<file path="config.mk">
export PLATFORM = sky130hd
export DESIGN_NAME = ram_port_arbiter
export DESIGN_NICKNAME = d
export VERILOG_FILES = /design/src/rtl/ram_arb_pkg.sv /design/src/rtl/ram_rr_pick.sv /design/src/rtl/ram_port_arbiter.sv
export SDC_FILE = /design/constraint.sdc
export NUM_CORES = 1
export LEC_CHECK = 0
export ABC_AREA = 1
export BUFFER_PORTS_ARGS = -buffer_cell sky130_fd_sc_hd__buf_4
export CORE_UTILIZATION = 43
export CTS_CLUSTER_SIZE = 16
export DETAILED_ROUTE_END_ITERATION = 12
export PLACE_DENSITY = 0.73
export SETUP_SLACK_MARGIN = 0.02
export SYNTH_ARGS = -nofsm -noshare
export SYNTH_HDL_FRONTEND = slang
export SYNTH_SLANG_ARGS = --single-unit
</file>
<file path="constraint.sdc">
create_clock -name clk -period 4.95 [get_ports clk]
set_input_delay 0.99 -clock clk [delete_from_list [all_inputs] [get_ports clk]]
set_output_delay 0.99 -clock clk [all_outputs]
set_load 0.1 [all_outputs]
</file>
<file path="src/rtl/ram_arb_pkg.sv">
// Shared types and constants for the PhysicalRAM port arbiter.
package ram_arb_pkg;

  localparam int WORD_BYTES = 4;

  typedef enum logic [1:0] {
    INIT,
    IDLE,
    ACCESS,
    CAPTURE
  } state_e;

  typedef enum logic {
    PORT_IF = 1'b0,
    PORT_D  = 1'b1
  } port_e;

  // Request context carried from the handshake to the response. The address
  // and write data go straight into the RAM-facing registers, so they are not
  // kept here.
  typedef struct packed {
    port_e port;
    logic  write;
    logic  err;
  } req_t;

  // A word access is legal when all four bytes fall inside the RAM.
  function automatic logic addr_err(input logic [31:0] addr, input int unsigned limit);
    return addr > 32'(limit - WORD_BYTES);
  endfunction

endpackage

</file>
<file path="src/rtl/ram_rr_pick.sv">
// Two-way round-robin picker: one-hot grant among valid requesters, with the
// requester that was not served last winning a tie.
module ram_rr_pick
  import ram_arb_pkg::*;
(
  input  logic [1:0] valid,       // [0] = fetch, [1] = data
  input  port_e      last_grant,
  output logic [1:0] grant
);

  // Lone requester wins; on a tie the port other than last_grant wins.
  always_comb begin
    grant = 2'b00;
    case (valid)
      2'b01:   grant = 2'b01;
      2'b10:   grant = 2'b10;
      2'b11:   grant = (last_grant == PORT_IF) ? 2'b10 : 2'b01;
      default: grant = 2'b00;
    endcase
  end

endmodule

</file>
<file path="src/rtl/ram_port_arbiter.sv">
// Shares single-port PhysicalRAM between the fetch port and the data port.
// One accepted request becomes one RAM access; its result returns three
// cycles after the handshake as a one-cycle response pulse.
module ram_port_arbiter
  import ram_arb_pkg::*;
#(
  parameter int unsigned ADDR_LIMIT  = 65536,
  parameter int unsigned INIT_CYCLES = 4
) (
  input  logic        clk,
  input  logic        reset,

  input  logic        if_req_valid,
  input  logic [31:0] if_req_addr,
  output logic        if_req_ready,
  output logic        if_rsp_valid,
  output logic [31:0] if_rsp_data,
  output logic        if_rsp_error,

  input  logic        d_req_valid,
  input  logic        d_req_write,
  input  logic [31:0] d_req_addr,
  input  logic [31:0] d_req_wdata,
  output logic        d_req_ready,
  output logic        d_rsp_valid,
  output logic [31:0] d_rsp_data,
  output logic        d_rsp_error,

  output logic [31:0] ram_address,
  output logic        ram_write_enable,
  output logic [31:0] ram_write_value,
  input  logic [31:0] ram_read_value
);

  localparam int CNT_W = $clog2(INIT_CYCLES + 1);

  state_e            state;
  logic [CNT_W-1:0]  init_cnt;
  port_e             last_grant;
  req_t              req;

  logic [1:0]        grant;
  logic              hs;
  logic              sel_d;
  logic [31:0]       sel_addr;
  logic [31:0]       sel_wdata;
  logic              sel_write;
  logic              sel_err;

  ram_rr_pick u_pick (
    .valid      ({d_req_valid, if_req_valid}),
    .last_grant (last_grant),
    .grant      (grant)
  );

  // Ready only in IDLE and only to the picker's winner; grant is already
  // qualified by valid, so ready alone marks the handshake.
  always_comb begin
    if_req_ready = (state == IDLE) && grant[0];
    d_req_ready  = (state == IDLE) && grant[1];
    hs           = if_req_ready || d_req_ready;
    sel_d        = grant[1];
    sel_addr     = sel_d ? d_req_addr : if_req_addr;
    sel_wdata    = sel_d ? d_req_wdata : 32'd0;
    sel_write    = sel_d && d_req_write;   // fetch is always a read
    sel_err      = addr_err(sel_addr, ADDR_LIMIT);
  end

  // Main FSM. RAM-facing outputs are loaded on the handshake edge so they are
  // valid throughout ACCESS; the write enable is a reset-cleared flop, so an
  // asynchronous reset drops it before the next edge and no write commits.
  always_ff @(posedge clk or negedge reset) begin
    if (!reset) begin
      state            <= INIT;
      init_cnt         <= CNT_W'(INIT_CYCLES);
      last_grant       <= PORT_IF;
      req              <= '0;
      ram_address      <= 32'd0;
      ram_write_enable <= 1'b0;
      ram_write_value  <= 32'd0;
      if_rsp_valid     <= 1'b0;
      if_rsp_data      <= 32'd0;
      if_rsp_error     <= 1'b0;
      d_rsp_valid      <= 1'b0;
      d_rsp_data       <= 32'd0;
      d_rsp_error      <= 1'b0;
    end else begin
      // Response valids are single-cycle pulses.
      if_rsp_valid <= 1'b0;
      d_rsp_valid  <= 1'b0;

      case (state)
        INIT: begin
          // Holds off grants until the RAM preload edge has passed.
          if (init_cnt == '0) state    <= IDLE;
          else                init_cnt <= init_cnt - CNT_W'(1);
        end

        IDLE: begin
          if (hs) begin
            req.port         <= sel_d ? PORT_D : PORT_IF;
            req.write        <= sel_write;
            req.err          <= sel_err;
            last_grant       <= sel_d ? PORT_D : PORT_IF;
            // Out-of-range requests still take the slot but never touch RAM.
            ram_address      <= sel_err ? 32'd0 : sel_addr;
            ram_write_value  <= sel_err ? 32'd0 : sel_wdata;
            ram_write_enable <= sel_write && !sel_err;
            state            <= ACCESS;
          end
        end

        ACCESS: begin
          // Write commits / read data registers inside RAM at this edge.
          ram_write_enable <= 1'b0;
          state            <= CAPTURE;
        end

        CAPTURE: begin
          if (req.port == PORT_D) begin
            d_rsp_valid <= 1'b1;
            d_rsp_error <= req.err;
            d_rsp_data  <= (!req.write && !req.err) ? ram_read_value : 32'd0;
          end else begin
            if_rsp_valid <= 1'b1;
            if_rsp_error <= req.err;
            if_rsp_data  <= req.err ? 32'd0 : ram_read_value;
          end
          state <= IDLE;
        end

        default: state <= INIT;
      endcase
    end
  end

endmodule

</file>
==> flow_metrics.py <==
metrics = {
    "cts": {
        "insertion_delay_ns": 0.41,
        "cts_htree_levels": 4,
        "cts_buffers": 17,
        "root_buffer": "clkbuf_16",
        "cts.sinks": 141,
        "ctsHoldBuffers": 0,
        "cts_resized": 0,
        "tritoncts": "yes",
        "cts_buffer_depth": 2,
        "path_clk_slew_ns": 0.05,
        "cts_setup_buffers": 0,
    },
    "place": {
        "routabilityCongestion": 0.818,
        "portBuffers": 267,
        "dp_hpwl_um": 12000,
        "place_ws_ns": 1.30,
    },
    "die": {
        "start_util": 0.442,
        "die_area_um2": 15500,
        "fp.dieW_um": 124,
        "io-pin-count": 268,
        "die_h_um": 124,
        "coreArea_um2": 14600,
        "std_cell_rows": 44,
    },
    "critical_path": {
        "crit_required_ns": 3.96,
        "path_class": "in2out",
        "crit_path_end_kind": "primary output",
        "r2r_end": "ram_write_value[16]",
        "crit_chain": "buf_4 > nand2_2 > nand2_2 > inv_2 > nand2_1 > inv_1 > buf_4",
        "regToRegStartpoint": "req[2]",
        "cp_top_family": "simple AND/OR/NAND/NOR gates",
        "cp.arrival_ns": 2.68,
        "slowest_delay_ns": 0.53,
        "reg2reg_slack_ns": 2.01,
        "cp_slowest_cell": "nand2_2",
        "crit_buf_inv": 4,
        "crit_fanout": 34,
        "r2r_cells": 10,
        "critical_path.startpoint_type": "input pin",
    },
    "route": {
        "drtPass1Iterations": 5,
        "routedWlPerCell_um": 13.7,
        "vias": 5901,
        "drtIter0Drc": 385,
        "viasPerCell": 4.76,
        "wirelength_um": 17000,
        "drc": 0,
        "ant_nets": 0,
    },
    "grt": {
        "grtUsageMet3": 0.0820,
        "grt_start_max_net_pins": 57,
        "gr-max-usage-layer": "met2",
        "grt_util_met2": 0.349,
        "grt-ovfl-total": 0,
        "grt_pass1_wl_um": 27800,
        "gr-usage-met1": 0.290,
        "antenna_found_initial": 0,
        "track_usage": 0.226,
        "grt_pass1_vias": 5703,
    },
    "sta": {
        "period_minus_slack_ns": 3.67,
        "final_hold_viol_count": 0,
        "worst_pin_slew_ns": 0.970,
        "worst_clock_skew_ns": 0.00722,
        "drv_slew": 0,
        "fin_tns_setup_ns": 0,
        "layout_worst_path_cycle_share": 0.742,
        "maxSlewHeadroom": 0.352,
        "fin_ws_ns": 1.28,
        "clock.fmax_mhz": 272,
        "rsz0062_at_grt": "false",
        "setup-violations-final": 0,
    },
    "yosys": {
        "yosysUniqueCellTypes": 19,
        "synth_seq_area_share": 0.547,
        "synthCells": 793,
        "synth.net_count": 933,
        "avgSynthCellArea_um2": 8.13,
        "synth-warning-count": 0,
        "synth_top_area_cell": "dfrtp_1",
        "synthTopCellsByArea": "dfrtp_1, nand2_1, nand3b_1",
        "synth_area_um2": 6450,
        "ys_ff_latch": 141,
        "yosysTopAreaCellShare": 0.543,
    },
    "power_and_ir_drop": {
        "irDropWorstVdd_mv": 0.378,
        "cellLeakagePower_nw": 5.38,
        "cellPowerDensity_nw_per_um2": 679,
        "power_mw": 6.25,
    },
    "worst_hold_path": {
        "min_from": "ram_address[31]",
        "worstHoldPathCells": 2,
        "hold_end": "ram_address[31]",
        "hold_path_class": "reg2reg",
    },
    "flow_run": {
        "maxCapViolCount": 0,
    },
    "run_status": {
        "outcome": "finished clean",
    },
    "layout": {
        "final_common_cell": "nand2_1",
        "area_growth_pct": 42.9,
        "diodes": 0,
        "final_cell_mix": "nand2_1, buf_4, dfrtp_1, inv_1, o21ai_0",
        "drive_gt1_frac": 0.296,
        "fin_nets": 1185,
    },
}
## tightest hold or removal path, cell delays in order (launching register included)
cell and delay [ns]:
dfrtp_1 0.34, nand2_1 0.06, inv_1 0.04
## metal layers
layer	up-vias	wire length, um
met5	-	0
met4	0	301
met3	20	1560
met2	243	7960
met1	2716	7210
li1	2922	-
## cell type report
class	count	area, um^2
inverter	99	372
tap	184	230
clock buffer	20	447
timing repair buffer	277	2080
sequential	141	3530
multi-input combinational	509	2340
fill	1294	5370
clock inverter	11	214
## power breakdown
part | internal (mW) | total [mW] | leakage, nW | switching [mW]
registers | 1.44 | 1.60 | 1.90 | 0.162
logic | 0.625 | 3.23 | 3.15 | 2.60
clock network | 0.956 | 1.43 | 0.316 | 0.471
## cells in the mapped netlist
| cell | number |
|---|---|
| nand2_1 | 307 |
| dfrtp_1 | 140 |
| inv_1 | 98 |
| o21ai_0 | 72 |
| nand3b_1 | 60 |
| nor2_1 | 35 |
| buf_2 | 24 |
| nand3_1 | 21 |
| clkbuf_1 | 13 |
| ha_1 | 7 |
| buf_4 | 5 |
| buf_1 | 2 |
| nand2_2 | 2 |
| xor2_1 | 2 |
| dfstp_2 | 1 |
| inv_2 | 1 |
| nor2_2 | 1 |
| o21ai_1 | 1 |
| or2_2 | 1 |
## state kept, by name, summed over array words and instances, names as in the netlist
register / cells
state: 2
ram_write_enable: 1
init_cnt: 3
ram_address: 32
d_rsp_valid: 1
if_rsp_error: 1
if_rsp_data: 32
d_rsp_error: 1
if_rsp_valid: 1
ram_write_value: 32
req: 3
d_rsp_data: 32
## kinds of logic after synthesis
group,after synthesis,share of synthesized area
fa+ha+maj,7,0.0136
flops,141,0.547
buf+inv,143,0.0908
xor+xnor,2,0.00272
compound gates,73,0.0566
simple gates,427,0.289
## through the flow
step / area [um^2] / hold WS, ns / std cells / utilization
finish: 9220 / 0.465 / 1241 / 0.632
global route: 9220 / 0.495 / 1241 / 0.632
CTS: 9220 / 0.469 / 1241 / 0.632
detailed placement: 8550 / 0.454 / 1210 / 0.586
global placement: 8550 / 0.452 / 1210 / 0.586
floorplan: 6450 / 0.453 / 793 / -
## worst max-delay path by stage
stage,slack (ns),to,start,cells after the start
after global placement,1.31,d_req_ready,if_req_valid,7
after CTS,1.29,d_req_ready,if_req_valid,7
after floorplan,1.86,d_req_ready,d_req_valid,7
after detailed placement,1.30,d_req_ready,if_req_valid,7
after global routing,1.07,d_req_ready,if_req_valid,7
final,1.28,d_req_ready,if_req_valid,7
(Power assumes the default switching activity.)
